[config.mk]
export PLATFORM = sky130hd
export DESIGN_NAME = seg_readback
export DESIGN_NICKNAME = d
export VERILOG_FILES = /design/src/rtl/seg_pkg.sv /design/src/rtl/seg_decode.sv /design/src/rtl/seg_readback.sv
export SDC_FILE = /design/constraint.sdc
export NUM_CORES = 1
export LEC_CHECK = 0
export BUFFER_PORTS_ARGS = -buffer_cell sky130_fd_sc_hd__buf_4
export CAP_MARGIN = 15
export CORE_MARGIN = 1
export CORE_UTILIZATION = 40
export DETAILED_ROUTE_END_ITERATION = 8
export GPL_TIMING_DRIVEN = 0
export HOLD_SLACK_MARGIN = 0.06
export MAX_ROUTING_LAYER = met4
export PLACE_DENSITY = 0.58
export SLEW_MARGIN = 20
export SYNTH_ARGS = -nofsm -noshare
export SYNTH_HDL_FRONTEND = slang
export SYNTH_SLANG_ARGS = --single-unit
[constraint.sdc]
create_clock -name Clk -period 3.2 [get_ports Clk]
set_input_delay 0.48 -clock Clk [delete_from_list [all_inputs] [get_ports Clk]]
set_output_delay 0.48 -clock Clk [all_outputs]
set_load 0.03 [all_outputs]
[src/rtl/seg_pkg.sv]
// Shared constants for the seven-segment readback block: segment patterns,
// capture FSM states and parameter defaults.
package seg_pkg;

  localparam int DEF_NUM_DIGITS    = 8;
  localparam int DEF_SETTLE_CYCLES = 4;

  // Active-low segment patterns, bit order gfedcba
  localparam logic [6:0] SEG_0 = 7'h40;
  localparam logic [6:0] SEG_1 = 7'h79;
  localparam logic [6:0] SEG_2 = 7'h24;
  localparam logic [6:0] SEG_3 = 7'h30;
  localparam logic [6:0] SEG_4 = 7'h19;
  localparam logic [6:0] SEG_5 = 7'h12;
  localparam logic [6:0] SEG_6 = 7'h02;
  localparam logic [6:0] SEG_7 = 7'h78;
  localparam logic [6:0] SEG_8 = 7'h00;
  localparam logic [6:0] SEG_9 = 7'h10;
  localparam logic [6:0] SEG_A = 7'h08;
  localparam logic [6:0] SEG_B = 7'h03;
  localparam logic [6:0] SEG_C = 7'h46;
  localparam logic [6:0] SEG_D = 7'h21;
  localparam logic [6:0] SEG_E = 7'h06;
  localparam logic [6:0] SEG_F = 7'h0E;

  typedef enum logic [1:0] {
    WAIT_SEL = 2'd0,
    SETTLE   = 2'd1,
    LATCH    = 2'd2,
    HOLD     = 2'd3
  } state_e;

endpackage

[src/rtl/seg_decode.sv]
// Combinational seven-segment pattern to hex nibble decoder; unknown
// patterns give nibble 0 with invalid set.
module seg_decode
  import seg_pkg::*;
(
  input  logic [6:0] seg,
  output logic [3:0] nibble,
  output logic       invalid
);

  always_comb begin
    nibble  = 4'h0;
    invalid = 1'b0;
    case (seg)
      SEG_0:   nibble = 4'h0;
      SEG_1:   nibble = 4'h1;
      SEG_2:   nibble = 4'h2;
      SEG_3:   nibble = 4'h3;
      SEG_4:   nibble = 4'h4;
      SEG_5:   nibble = 4'h5;
      SEG_6:   nibble = 4'h6;
      SEG_7:   nibble = 4'h7;
      SEG_8:   nibble = 4'h8;
      SEG_9:   nibble = 4'h9;
      SEG_A:   nibble = 4'hA;
      SEG_B:   nibble = 4'hB;
      SEG_C:   nibble = 4'hC;
      SEG_D:   nibble = 4'hD;
      SEG_E:   nibble = 4'hE;
      SEG_F:   nibble = 4'hF;
      default: invalid = 1'b1;
    endcase
  end

endmodule

[src/rtl/seg_readback.sv]
// Samples a multiplexed seven-segment display bus, decodes each digit once
// its select has settled, and presents complete frames on a valid/ready port.
//
//   state    | meaning
//   WAIT_SEL | waiting for exactly one digit select low
//   SETTLE   | select stable, counting settle cycles
//   LATCH    | write decoded digit into frame buffer and capture mask
//   HOLD     | digit captured, waiting for select to move
module seg_readback
  import seg_pkg::*;
#(
  parameter int NUM_DIGITS    = DEF_NUM_DIGITS,
  parameter int SETTLE_CYCLES = DEF_SETTLE_CYCLES
) (
  input  logic                    Clk,
  input  logic                    Reset,
  input  logic [6:0]              Seg_In,
  input  logic [NUM_DIGITS-1:0]   Dig_Sel,
  output logic [4*NUM_DIGITS-1:0] Word,
  output logic [NUM_DIGITS-1:0]   Word_Err,
  output logic                    Word_Valid,
  input  logic                    Word_Ready,
  output logic                    Overrun
);

  localparam int IW = (NUM_DIGITS > 1) ? $clog2(NUM_DIGITS) : 1;
  localparam logic [3:0] CNT_LAST = 4'(SETTLE_CYCLES - 1);

  state_e                  state;
  logic [NUM_DIGITS-1:0]   sel_q;
  logic [IW-1:0]           idx_q;
  logic [3:0]              cnt;
  logic [NUM_DIGITS-1:0]   mask;
  logic [4*NUM_DIGITS-1:0] fbuf_word;
  logic [NUM_DIGITS-1:0]   fbuf_err;

  logic [NUM_DIGITS-1:0]   sel_n;
  logic                    onehot;
  logic [IW-1:0]           sel_idx;
  logic [3:0]              dec_nib;
  logic                    dec_err;
  logic                    frame_done;

  assign sel_n      = ~Dig_Sel;
  assign onehot     = (sel_n != '0) && ((sel_n & (sel_n - NUM_DIGITS'(1))) == '0);
  assign frame_done = &mask;

  always_comb begin
    sel_idx = '0;
    for (int i = 0; i < NUM_DIGITS; i++) begin
      if (sel_n[i]) sel_idx = IW'(i);
    end
  end

  seg_decode u_dec (
    .seg     (Seg_In),
    .nibble  (dec_nib),
    .invalid (dec_err)
  );

  always_ff @(posedge Clk) begin
    if (Reset) begin
      state      <= WAIT_SEL;
      sel_q      <= '1;
      idx_q      <= '0;
      cnt        <= '0;
      mask       <= '0;
      fbuf_word  <= '0;
      fbuf_err   <= '0;
      Word       <= '0;
      Word_Err   <= '0;
      Word_Valid <= 1'b0;
      Overrun    <= 1'b0;
    end else begin
      case (state)
        WAIT_SEL: begin
          if (onehot) begin
            sel_q <= Dig_Sel;
            idx_q <= sel_idx;
            cnt   <= '0;
            state <= SETTLE;
          end
        end
        SETTLE: begin
          if (Dig_Sel == sel_q) begin
            if (cnt == CNT_LAST) state <= LATCH;
            else                 cnt   <= cnt + 4'd1;
          end else if (onehot) begin
            sel_q <= Dig_Sel;
            idx_q <= sel_idx;
            cnt   <= '0;
          end else begin
            state <= WAIT_SEL;
          end
        end
        LATCH: begin
          fbuf_word[{idx_q, 2'b00} +: 4] <= dec_nib;
          fbuf_err[idx_q]                <= dec_err;
          mask[idx_q]                    <= 1'b1;
          state                          <= HOLD;
        end
        HOLD: begin
          if (Dig_Sel != sel_q) begin
            if (onehot) begin
              sel_q <= Dig_Sel;
              idx_q <= sel_idx;
              cnt   <= '0;
              state <= SETTLE;
            end else begin
              state <= WAIT_SEL;
            end
          end
        end
        default: state <= WAIT_SEL;
      endcase

      // LATCH is never active in the completion cycle (FSM is in HOLD then)
      if (frame_done) begin
        mask <= '0;
        if (!Word_Valid || Word_Ready) begin
          Word       <= fbuf_word;
          Word_Err   <= fbuf_err;
          Word_Valid <= 1'b1;
        end else begin
          Overrun <= 1'b1;
        end
      end else if (Word_Valid && Word_Ready) begin
        Word_Valid <= 1'b0;
      end
    end
  end

endmodule

==> results.md, run 1 <==
* Peak supply drop at 0.000275 V
* Layout area overhead at 19.6%
* Post-route clock skew at 0.00837 ns
* Post-CTS Resized at 0
* Hold_buf cts at 0
* Unique masters post-synth at 61
* Final min period at 2.56 ns
* 1st-iter DRT viols at 227
* Most frequent cell after synthesis: nand2_1
* Clock Sinks at 107
* Met3 usage at 3.07%
* Synth Register Bits at 107
* Origin of the worst setup path: idx_q[0]$_SDFFE_PP0P_
* Arr. time, crit path at 2.78 ns
* Nets at 661
* Row count at 39
* Reg2Reg Setup Slack at 0.64 ns
* Post-synth top area cell: dfxtp_1
* YS warnings at 0
* Post-CTS Setup Inserts at 0
* Outcome: completed
* Pwr Density at 494 nW/um^2
* Fin crit share at 80.0%
* Grt ovf at 0
* H-tree levels at 3
* Vias in the first global route at 3843
* Register area share after synthesis at 45.4%
* Number of remaining DRC errors at 0
* # IOs at 60
* Maximum number of pins on one net before global-route repair at 17
* Design area at 5640 sq um
* Met2 Use GR at 30.7%
* Leakage at 2.01 nW
* Slew Limit Fails at 0
* Initial antenna violation count at 0
* Final setup violation count at 0
* Maxcap violations at 0
* Syn Area/Cell at 8.19 sq um
* Skew-Pair Late Insertion Delay at 0.34 ns
* Kind of start point of the critical path: register
* Yosys top cell area share at 45.4%
* Root Buffer: clkbuf_16
* Synth Instances at 576
* CTS tree: done
* Max Fclk at 391 MHz
* Detail Route Antenna Nets at 0
* R2r worst-path depth at 7
* Primary FF master, synth: dfxtp_1
* Die ar. at 12200 sq um
* PortBufs at 50
* Post-DP Area at 5270 sq um
* Placer Congestion at 0.808
* CTS Buf Count at 9
* Asr flop ratio synth at 0%
* Die W at 111 microns
* Slew @ Worst Pin at 0.890 ns
* Hold Vio Cnt, Final at 0
* Post-Syn Area at 4720 sq um
* Global Route Usage Sum at 20.2%
* Max-slew headroom at 40.7%
* Worst R2R End: fbuf_word[1]$_SDFFE_PP0P_
* Met1 usage at 27.2%
* Setup TNS Final at 0 ns
* Detailed placer's ending HPWL at 8630 microns
* FILL cells at 1136
* Clock-pin slew on the worst setup and hold paths at 0.07 ns
* Via-to-Cell Ratio at 5.46
* WL final at 11800 microns
* Diodes inserted at 0
* Vias after detailed routing at 4289
* Initial core utilization at 41.1%
* Kind of critical path: reg -> reg
* RR Startpoint: idx_q[0]$_SDFFE_PP0P_
* Worst Setup End Kind: register
* Share of cells above drive strength 1 at 14.2%
* DIE HEIGHT at 111 microns
* Most Crowded Layer GR: met2
* RSZ-0062 raised after global routing: no
* Core area at 11500 sq um
* CP endpoint: fbuf_word[1]$_SDFFE_PP0P_
* Clock buffer depth at 2
* Drt pass-1 iters at 5
* Top cells by area, synth: dfxtp_1, nand2_1, a21oi_1
* First-pass GRT wire length at 19200 microns
* Most frequent cells after synthesis: nand2_1, dfxtp_1, a21oi_1
* Number of flops mapped to enable cells by yosys at 0
* WP data required at 3.42 ns
* Crit path max fanout at 10
* WL/cell at 15.1 microns
* Post-Syn Nets at 600
* Min-delay worst type: in -> reg
-- state kept, by name, summed over array words and instances (netlist names), 3 cells and up, named ones only --
register,flops
cnt,4
Word,32
mask,8
fbuf_err,8
Word_Err,8
fbuf_word,32
idx_q,3
sel_q,8
-- logic make-up (layout without fill, tap and decap cells) --
kind of cell | count (synthesis) | after routing | share of synthesized area, %
AO/OA/AOI/OAI | 145 | 145 | 19.6
XOR/XNOR | 9 | 9 | 1.83
adder cells (fa/ha/maj) | 6 | 6 | 1.59
buffers and inverters | 56 | 122 | 5.20
flip-flops | 107 | 107 | 45.4
multiplexers | 5 | 5 | 1.19
AND/OR/NAND/NOR | 248 | 248 | 25.2
-- worst min-delay path by stage --
| stage | slack (ns) | depth (start not counted) | end | startpoint |
|---|---|---|---|---|
| 2_1_floorplan | 0.43 | 2 | Word[17]$_SDFFE_PP0P_ | fbuf_word[17]$_SDFFE_PP0P_ |
| 3_3_place_gp | 0.44 | 2 | Word[23]$_SDFFE_PP0P_ | fbuf_word[23]$_SDFFE_PP0P_ |
| 3_5_place_dp | 0.45 | 2 | Word_Err[1]$_SDFFE_PP0P_ | Word_Err[1]$_SDFFE_PP0P_ |
| 4_1_cts | 0.41 | 3 | sel_q[1]$_SDFFE_PP1P_ | Dig_Sel[1] |
| 5_1_grt | 0.43 | 2 | idx_q[0]$_SDFFE_PP0P_ | Dig_Sel[7] |
| 6_report | 0.43 | 3 | sel_q[1]$_SDFFE_PP1P_ | Dig_Sel[1] |
-- routing by layer --
layer / vias up / wire [microns]
met2: 113 / 5380
li1: 2153 / -
met5: - / 0
met1: 2012 / 5790
met3: 11 / 505
met4: 0 / 149
-- worst max-delay path, cell delays in order (launching register included) --
cell	delay (ns)
dfxtp_1	0.36
clkbuf_1	0.33
inv_1	0.16
ha_1	0.23
ha_1	0.34
nor4b_2	0.69
mux2i_1	0.27
nor2_1	0.05
-- area by class of cell --
class / count / area (sq um) / share of cell area (%)
multi-input cells: 413 / 2330 / 41.4
plain buffers: 43 / 196 / 3.48
clock inverters: 4 / 95.1 / 1.69
well taps: 143 / 179 / 3.17
inverters: 13 / 48.8 / 0.866
clock buffers: 12 / 267 / 4.73
flip-flops and latches: 107 / 2140 / 38.0
repair buffers: 50 / 375 / 6.66
-- placed cells by master (no fill, tap or decap), types with 13 or more instances in the layout --
| cell type | Yosys | final |
|---|---|---|
| buf_4 | 2 | 52 |
| inv_1 | 13 | 13 |
| a21oi_1 | 61 | 61 |
| clkbuf_1 | 28 | 28 |
| or3_1 | 15 | 15 |
| nand3_1 | 29 | 29 |
| o21ai_0 | 19 | 19 |
| nand2_1 | 117 | 117 |
| nor2_1 | 38 | 38 |
| dfxtp_1 | 107 | 107 |
-- where the power goes --
group | switching, W | internal (W)
logic | 0.0000953 | 0.0000491
registers | 0.00000350 | 0.00133
clock network | 0.000473 | 0.000827
-- per-stage QoR --
step	power (W)	utilization (%)	worst slack [ns]	hold slack [ns]	cells
floorplan	0.00147	-	1.04	0.431	576
global placement	0.00151	46.0	0.662	0.442	769
detailed placement	0.00151	46.0	0.660	0.448	769
CTS	0.00281	49.1	0.637	0.412	785
global route	0.00288	49.2	0.475	0.430	785
finish	0.00278	49.2	0.641	0.425	785
(Power assumes the default switching activity.)
==> run 2, diff against run 1 <==
- ABC_AREA: unset -> 1
- PLACE_DENSITY: 0.58 -> 0.57
- clock period: 3.2 -> 2.6 ns (I/O delays scaled with it)
==> run 2 against run 1 <==
Utilization decreased by 0.37 points. Fmax up 14%. Total power rose by 18%. Area after synthesis grew 4.2%. Critical path type unchanged. Global-route usage down 0.57 points. Highest routed layer unchanged. Sequential power up 23%. Clock-buffer cell count fell by 1. Register-to-register slack got worse by 0.29 ns. Routed wire length decreased by 0.17%. Non-clock buffer count down 7.
==> results.md, run 2 <==
* Outcome: completed (unchanged)
* Vias in the first global route at 4005 (was 3843)
* Die W at 113 microns (was 111 microns)
* Most frequent cells after synthesis: nand2_1, dfxtp_1, a21oi_1 (unchanged)
* CTS tree: done (unchanged)
* RSZ-0062 raised after global routing: no (unchanged)
* # IOs at 60 (unchanged)
* Peak supply drop at 0.000416 V (was 0.000275 V)
* Max-slew headroom at 53.1% (was 40.7%)
* Top cells by area, synth: dfxtp_1, nand2_1, a21oi_1 (unchanged)
* Synth Instances at 664 (was 576)
* First-pass GRT wire length at 19200 microns (about the same)
* FILL cells at 1206 (was 1136)
* H-tree levels at 3 (unchanged)
* Detailed placer's ending HPWL at 8990 microns (was 8630 microns)
* WL final at 11800 microns (about the same)
* DIE HEIGHT at 113 microns (was 111 microns)
* Final min period at 2.25 ns (was 2.56 ns)
* Unique masters post-synth at 40 (was 61)
* Post-route clock skew at 0.00715 ns (was 0.00837 ns)
* Hold Vio Cnt, Final at 0 (unchanged)
* Grt ovf at 0 (unchanged)
* Global Route Usage Sum at 19.6% (was 20.2%)
* Clock buffer depth at 2 (unchanged)
* Detail Route Antenna Nets at 0 (unchanged)
* WP data required at 2.88 ns (was 3.42 ns)
* Pwr Density at 559 nW/um^2 (was 494 nW/um^2)
* Top flop regs: Word: 32 flops, fbuf_word: 32 flops (unchanged)
* Number of flops mapped to enable cells by yosys at 0 (unchanged)
* Initial antenna violation count at 0 (unchanged)
* Maxcap violations at 0 (unchanged)
* Kind of critical path: reg -> reg (unchanged)
* Placer Congestion at 0.886 (was 0.808)
* CTS Buf Count at 9 (unchanged)
* Most frequent cells in the layout: nand2_1, dfxtp_1, a21oi_1 (unchanged)
* Register area share after synthesis at 43.6% (was 45.4%)
* Arr. time, crit path at 2.53 ns (was 2.78 ns)
* WL/cell at 13.3 microns (was 15.1 microns)
* Post-Syn Nets at 688 (was 600)
* Min-delay worst type: in -> reg (unchanged)
* Primary FF master, synth: dfxtp_1 (unchanged)
* Syn Area/Cell at 7.40 sq um (was 8.19 sq um)
* Via-to-Cell Ratio at 5.01 (was 5.46)
* Initial core utilization at 40.9% (was 41.1%)
* Root Buffer: clkbuf_16 (unchanged)
* Post-synth top area cell: dfxtp_1 (unchanged)
* Die ar. at 12700 sq um (was 12200 sq um)
* Clock-pin slew on the worst setup and hold paths at 0.07 ns (about the same)
* Vias after detailed routing at 4435 (was 4289)
* Row count at 40 (was 39)
* Skew-Pair Late Insertion Delay at 0.34 ns (about the same)
* Synth Register Bits at 107 (unchanged)
* Reg2Reg Setup Slack at 0.35 ns (was 0.64 ns)
* Commonest non-fill, non-tap cell in the layout: nand2_1 (unchanged)
* Diodes inserted at 0 (unchanged)
* Clock Sinks at 107 (unchanged)
* Most frequent cell after synthesis: nand2_1 (unchanged)
* Maximum number of pins on one net before global-route repair at 17 (unchanged)
* Core area at 12000 sq um (was 11500 sq um)
* Asr flop ratio synth at 0% (unchanged)
* Number of remaining DRC errors at 0 (unchanged)
* Share of cells above drive strength 1 at 17.1% (was 14.2%)
* Slew Limit Fails at 0 (unchanged)
* Nets at 758 (was 661)
* YS warnings at 0 (unchanged)
* Kind of start point of the critical path: register (unchanged)
* Yosys top cell area share at 43.6% (was 45.4%)
* Setup TNS Final at 0 ns (unchanged)
* Final setup violation count at 0 (unchanged)
* PortBufs at 57 (was 50)
* Leakage at 2.51 nW (was 2.01 nW)
* Drt pass-1 iters at 5 (unchanged)
* Max Fclk at 444 MHz (was 391 MHz)
* Hold Worst Slack at 0.363 ns (was 0.425 ns)
* Slew @ Worst Pin at 0.703 ns (was 0.890 ns)
* Layout area overhead at 19.2% (was 19.6%)
* Crit path max fanout at 8 (was 10)
* Post-Syn Area at 4920 sq um (was 4720 sq um)
* 1st-iter DRT viols at 230 (was 227)
* Worst Setup End Kind: register (unchanged)
* Fin crit share at 86.5% (was 80.0%)
## run 2: cell families after synthesis
| group | count (synthesis) | synth area share (%) |
|---|---|---|
| AO/OA/AOI/OAI | 147 | 16.6 |
| XOR/XNOR | 2 | 0.356 |
| adder cells (fa/ha/maj) | 6 | 1.53 |
| buffers and inverters | 87 | 7.13 |
| flip-flops | 107 | 43.6 |
| AND/OR/NAND/NOR | 315 | 30.8 |
## run 2: stage by stage
step | worst slack (ns) | cells | power (W) | instance area (sq um) | util, %
after global routing | 0.143 | 885 | 0.00339 | 5860 | 48.8
after detailed placement | 0.215 | 868 | 0.00186 | 5530 | 46.0
final | 0.350 | 885 | 0.00328 | 5860 | 48.8
after global placement | 0.235 | 868 | 0.00186 | 5530 | 46.0
after CTS | 0.198 | 883 | 0.00331 | 5840 | 48.7
after floorplan | 0.476 | 664 | 0.00180 | 4920 | -
## run 2: report_power, final
group	leakage, nW	switching, W	internal (W)
Clock	0.156	0.000587	0.000867
Combinational	1.49	0.000124	0.0000542
Sequential	0.862	0.00000413	0.00164
## run 2: metal layers
layer | part of all wire [%] | vias to the layer above | global-route usage [%]
li1 | - | 2330 | -
met1 | 47 | 2024 | 24.7
met2 | 48 | 73 | 32.3
met3 | 3.7 | 8 | 3.54
met4 | 0.87 | 0 | 5.53
met5 | 0 | - | -
## run 2: worst paths after layout
kind,from,endpoint,depth (start not counted)
min reg2reg,Word_Err[1]$_SDFFE_PP0P_,Word_Err[1]$_SDFFE_PP0P_,2
min,Dig_Sel[0],sel_q[0]$_SDFFE_PP1P_,3
max,idx_q[0]$_SDFFE_PP0P_,fbuf_word[6]$_SDFFE_PP0P_,7
max reg2reg,idx_q[0]$_SDFFE_PP0P_,fbuf_word[6]$_SDFFE_PP0P_,7
## run 2: cell type report
cell class / instances / area (sq um) / area share [%]
Timing Repair Buffer: 59 / 443 / 7.56
Tap cell: 147 / 184 / 3.14
Multi-Input combinational cell: 470 / 2420 / 41.4
Buffer: 27 / 125 / 2.13
Clock inverter: 4 / 73.8 / 1.26
Inverter: 60 / 225 / 3.84
Clock buffer: 11 / 243 / 4.14
Sequential cell: 107 / 2140 / 36.6
## run 2: what timing repair did
item | 4_1_cts | 5_1_grt
hold buffers | 0 | 0
setup endpoints to repair | 0 | 11
resized for setup | 0 | 1
setup buffers | 0 | 2
## run 2: worst max-delay path, cell delays in order, from the launching register on
cell	delay, ns
dfxtp_2	0.43
inv_1	0.16
ha_1	0.23
ha_1	0.49
inv_2	0.15
nor4_4	0.45
o21ai_0	0.14
a21oi_1	0.13
==> run 3, diff against run 2 <==
- CTS_BUF_LIST: unset -> sky130_fd_sc_hd__clkbuf_8
==> run 3 against run 2 <==
First-iteration DRC count down 6.1%. Combinational power barely moved. Critical path type unchanged. Utilization shrank 0.84 points. Register-to-register slack about the same. Sequential power about the same. Largest power group unchanged. Sequential cell count unchanged. Clock-buffer cell count down 1.
==> results.md, run 3 (synthesis results as in run 2) <==
* FF/Latch Area at 2140 sq um (unchanged)
* Fin util at 47.9% (was 48.8%)
* Pre-CTS setup slack at 0.215 ns (unchanged)
* Die ar. at 12700 sq um (unchanged)
* Top flop regs: Word: 32 flops, fbuf_word: 32 flops (unchanged)
* Maximum number of pins on one net before global-route repair at 17 (unchanged)
* Commonest non-fill, non-tap cell in the layout: nand2_1 (unchanged)
* Placer Congestion at 0.886 (unchanged)
* Initial core utilization at 40.9% (unchanged)
* Number of remaining DRC errors at 0 (unchanged)
* Arr. time, crit path at 2.56 ns (was 2.53 ns)
* Slew Limit Fails at 0 (unchanged)
* CP max stage cell: ha_1 (unchanged)
* Min-delay worst type: in -> reg (unchanged)
* Hold Worst Slack at 0.334 ns (was 0.363 ns)
* Die W at 113 microns (unchanged)
* WP data required at 2.91 ns (was 2.88 ns)
* Detailed placer's ending HPWL at 8990 microns (unchanged)
* FILL cells at 1222 (was 1206)
* DIE HEIGHT at 113 microns (unchanged)
* Final min period at 2.25 ns (about the same)
* Max Fclk at 444 MHz (about the same)
* Via-to-Cell Ratio at 5.02 (was 5.01)
* Hold Vio Cnt, Final at 0 (unchanged)
* P_int at 0.00226 W (was 0.00256 W)
* Share of cells above drive strength 1 at 17.1% (unchanged)
* First-pass GRT wire length at 19100 microns (was 19200 microns)
* Clock buffer depth at 2 (unchanged)
* Worst Setup End Kind: register (unchanged)
* Layout area overhead at 17.2% (was 19.2%)
* Fin crit share at 86.6% (was 86.5%)
* Diodes inserted at 0 (unchanged)
* Design area at 5760 sq um (was 5860 sq um)
* Post-route clock skew at 0.00964 ns (was 0.00715 ns)
* Most frequent cell on the critical path: ha_1 (unchanged)
* Detail Route Antenna Nets at 0 (unchanged)
* WL/cell at 13.2 microns (was 13.3 microns)
* H-tree levels at 3 (unchanged)
* Grt ovf at 0 (unchanged)
* Kind of start point of the critical path: register (unchanged)
* Slew @ Worst Pin at 0.716 ns (was 0.703 ns)
* # IOs at 60 (unchanged)
* Crit path max fanout at 8 (unchanged)
* Vias after detailed routing at 4443 (was 4435)
* CTS tree: done (unchanged)
* RSZ-0062 raised after global routing: no (unchanged)
* WL final at 11700 microns (was 11800 microns)
* Worst-path cell chain: inv_1 > ha_1 > ha_1 > inv_2 > nor4_4 > o21ai_0 > a21oi_1 (unchanged)
* Clock network fraction of total power at 37.8% (was 44.4%)
* Post-DP Area at 5530 sq um (unchanged)
* Hold_buf cts at 0 (unchanged)
* Pwr Density at 509 nW/um^2 (was 559 nW/um^2)
* Global Route Usage Sum at 19.4% (was 19.6%)
* CTS Buf Count at 9 (unchanged)
* Drt pass-1 iters at 4 (was 5)
* Clock Sinks at 107 (unchanged)
* Max incr delay on CP at 0.49 ns (about the same)
* 1st-iter DRT viols at 216 (was 230)
* Max-slew headroom at 52.3% (was 53.1%)
* Setup TNS Final at 0 ns (unchanged)
* Net Sw Power at 0.000674 W (was 0.000715 W)
* Footprint of the multi-input gates at 2420 sq um (unchanged)
* Seq pwr share at 56.1% (was 50.2%)
* Combinational Power Share at 6.1% (was 5.4%)
* Outcome: completed (unchanged)
* Sw Ratio at 23.0% (was 21.8%)
* Core area at 12000 sq um (unchanged)
* Skew-Pair Late Insertion Delay at 0.37 ns (was 0.34 ns)
* Kind of critical path: reg -> reg (unchanged)
* PortBufs at 57 (unchanged)
* Final worst slack at 0.347 ns (was 0.350 ns)
* Root Buffer: clkbuf_8 (was clkbuf_16)
* Most frequent cells in the layout: nand2_1, dfxtp_1, a21oi_1 (unchanged)
* Final setup violation count at 0 (unchanged)
* Row count at 40 (unchanged)
* Maxcap violations at 0 (unchanged)
* Leakage at 2.47 nW (was 2.51 nW)
* Peak supply drop at 0.000299 V (was 0.000416 V)
* Initial antenna violation count at 0 (unchanged)
* Nets at 758 (unchanged)
* Vias in the first global route at 4007 (was 4005)
* Clock-pin slew on the worst setup and hold paths at 0.10 ns (was 0.07 ns)
==> run 3: cell count changes in the layout (fill, tap and decap cells not counted), sizes merged <==
cell	previous run	this run
clkbuf	30	29
inv	59	60
==> run 3: path summary, 6_finish.rpt <==
| check | startpoint | to | slack, ns | cells past startpoint |
|---|---|---|---|---|
| max | idx_q[0]$_SDFFE_PP0P_ | fbuf_word[6]$_SDFFE_PP0P_ | 0.35 | 7 |
| min | Dig_Sel[0] | sel_q[0]$_SDFFE_PP1P_ | 0.33 | 3 |
| max reg2reg | idx_q[0]$_SDFFE_PP0P_ | fbuf_word[6]$_SDFFE_PP0P_ | 0.35 | 7 |
| min reg2reg | Word_Err[1]$_SDFFE_PP0P_ | Word_Err[1]$_SDFFE_PP0P_ | 0.47 | 2 |
==> run 3: timing repair <==
action / in CTS / in global routing
buffers inserted: 0 / 2
resized for setup: 0 / 1
setup endpoints to repair: 0 / 12
==> run 3: layout make-up <==
class,count,share of cell area (%)
plain buffers,27,2.17
clock buffers,10,2.39
clock inverters,5,1.35
inverters,60,3.91
multi-input cells,470,42.1
flip-flops and latches,107,37.2
well taps,147,3.19
repair buffers,59,7.69
==> run 3: power groups by stage <==
stage	logic [W]	registers [W]	clock network [W]
global placement	0.000175	0.00168	0
CTS	0.000179	0.00165	0.00114
detailed placement	0.000178	0.00168	0
floorplan	0.000115	0.00168	0
finish	0.000178	0.00165	0.00111
global route	0.000200	0.00165	0.00120
==> run 3: layer usage <==
layer | wire length (microns) | share of wire, % | track usage [%]
met1 | 5430 | 46 | 24.6
met2 | 5620 | 48 | 32.3
met3 | 529 | 4.5 | 3.48
met4 | 128 | 1.1 | 4.56
met5 | 0 | 0 | -
==> run 3: worst max-delay path, delay by kind of cell, from the launching register on <==
kind / cells / cell delay (ns)
adder cells (fa/ha/maj): 2 / 0.72
AND/OR/NAND/NOR: 1 / 0.45
flip-flops: 1 / 0.44
buffers and inverters: 2 / 0.31
AO/OA/AOI/OAI: 2 / 0.27
==> run 3: stage by stage <==
| step | std cells | total power [W] |
|---|---|---|
| 2_1_floorplan | 664 | 0.00180 |
| 3_3_place_gp | 868 | 0.00186 |
| 3_5_place_dp | 868 | 0.00186 |
| 4_1_cts | 883 | 0.00296 |
| 5_1_grt | 885 | 0.00305 |
| 6_report | 885 | 0.00293 |
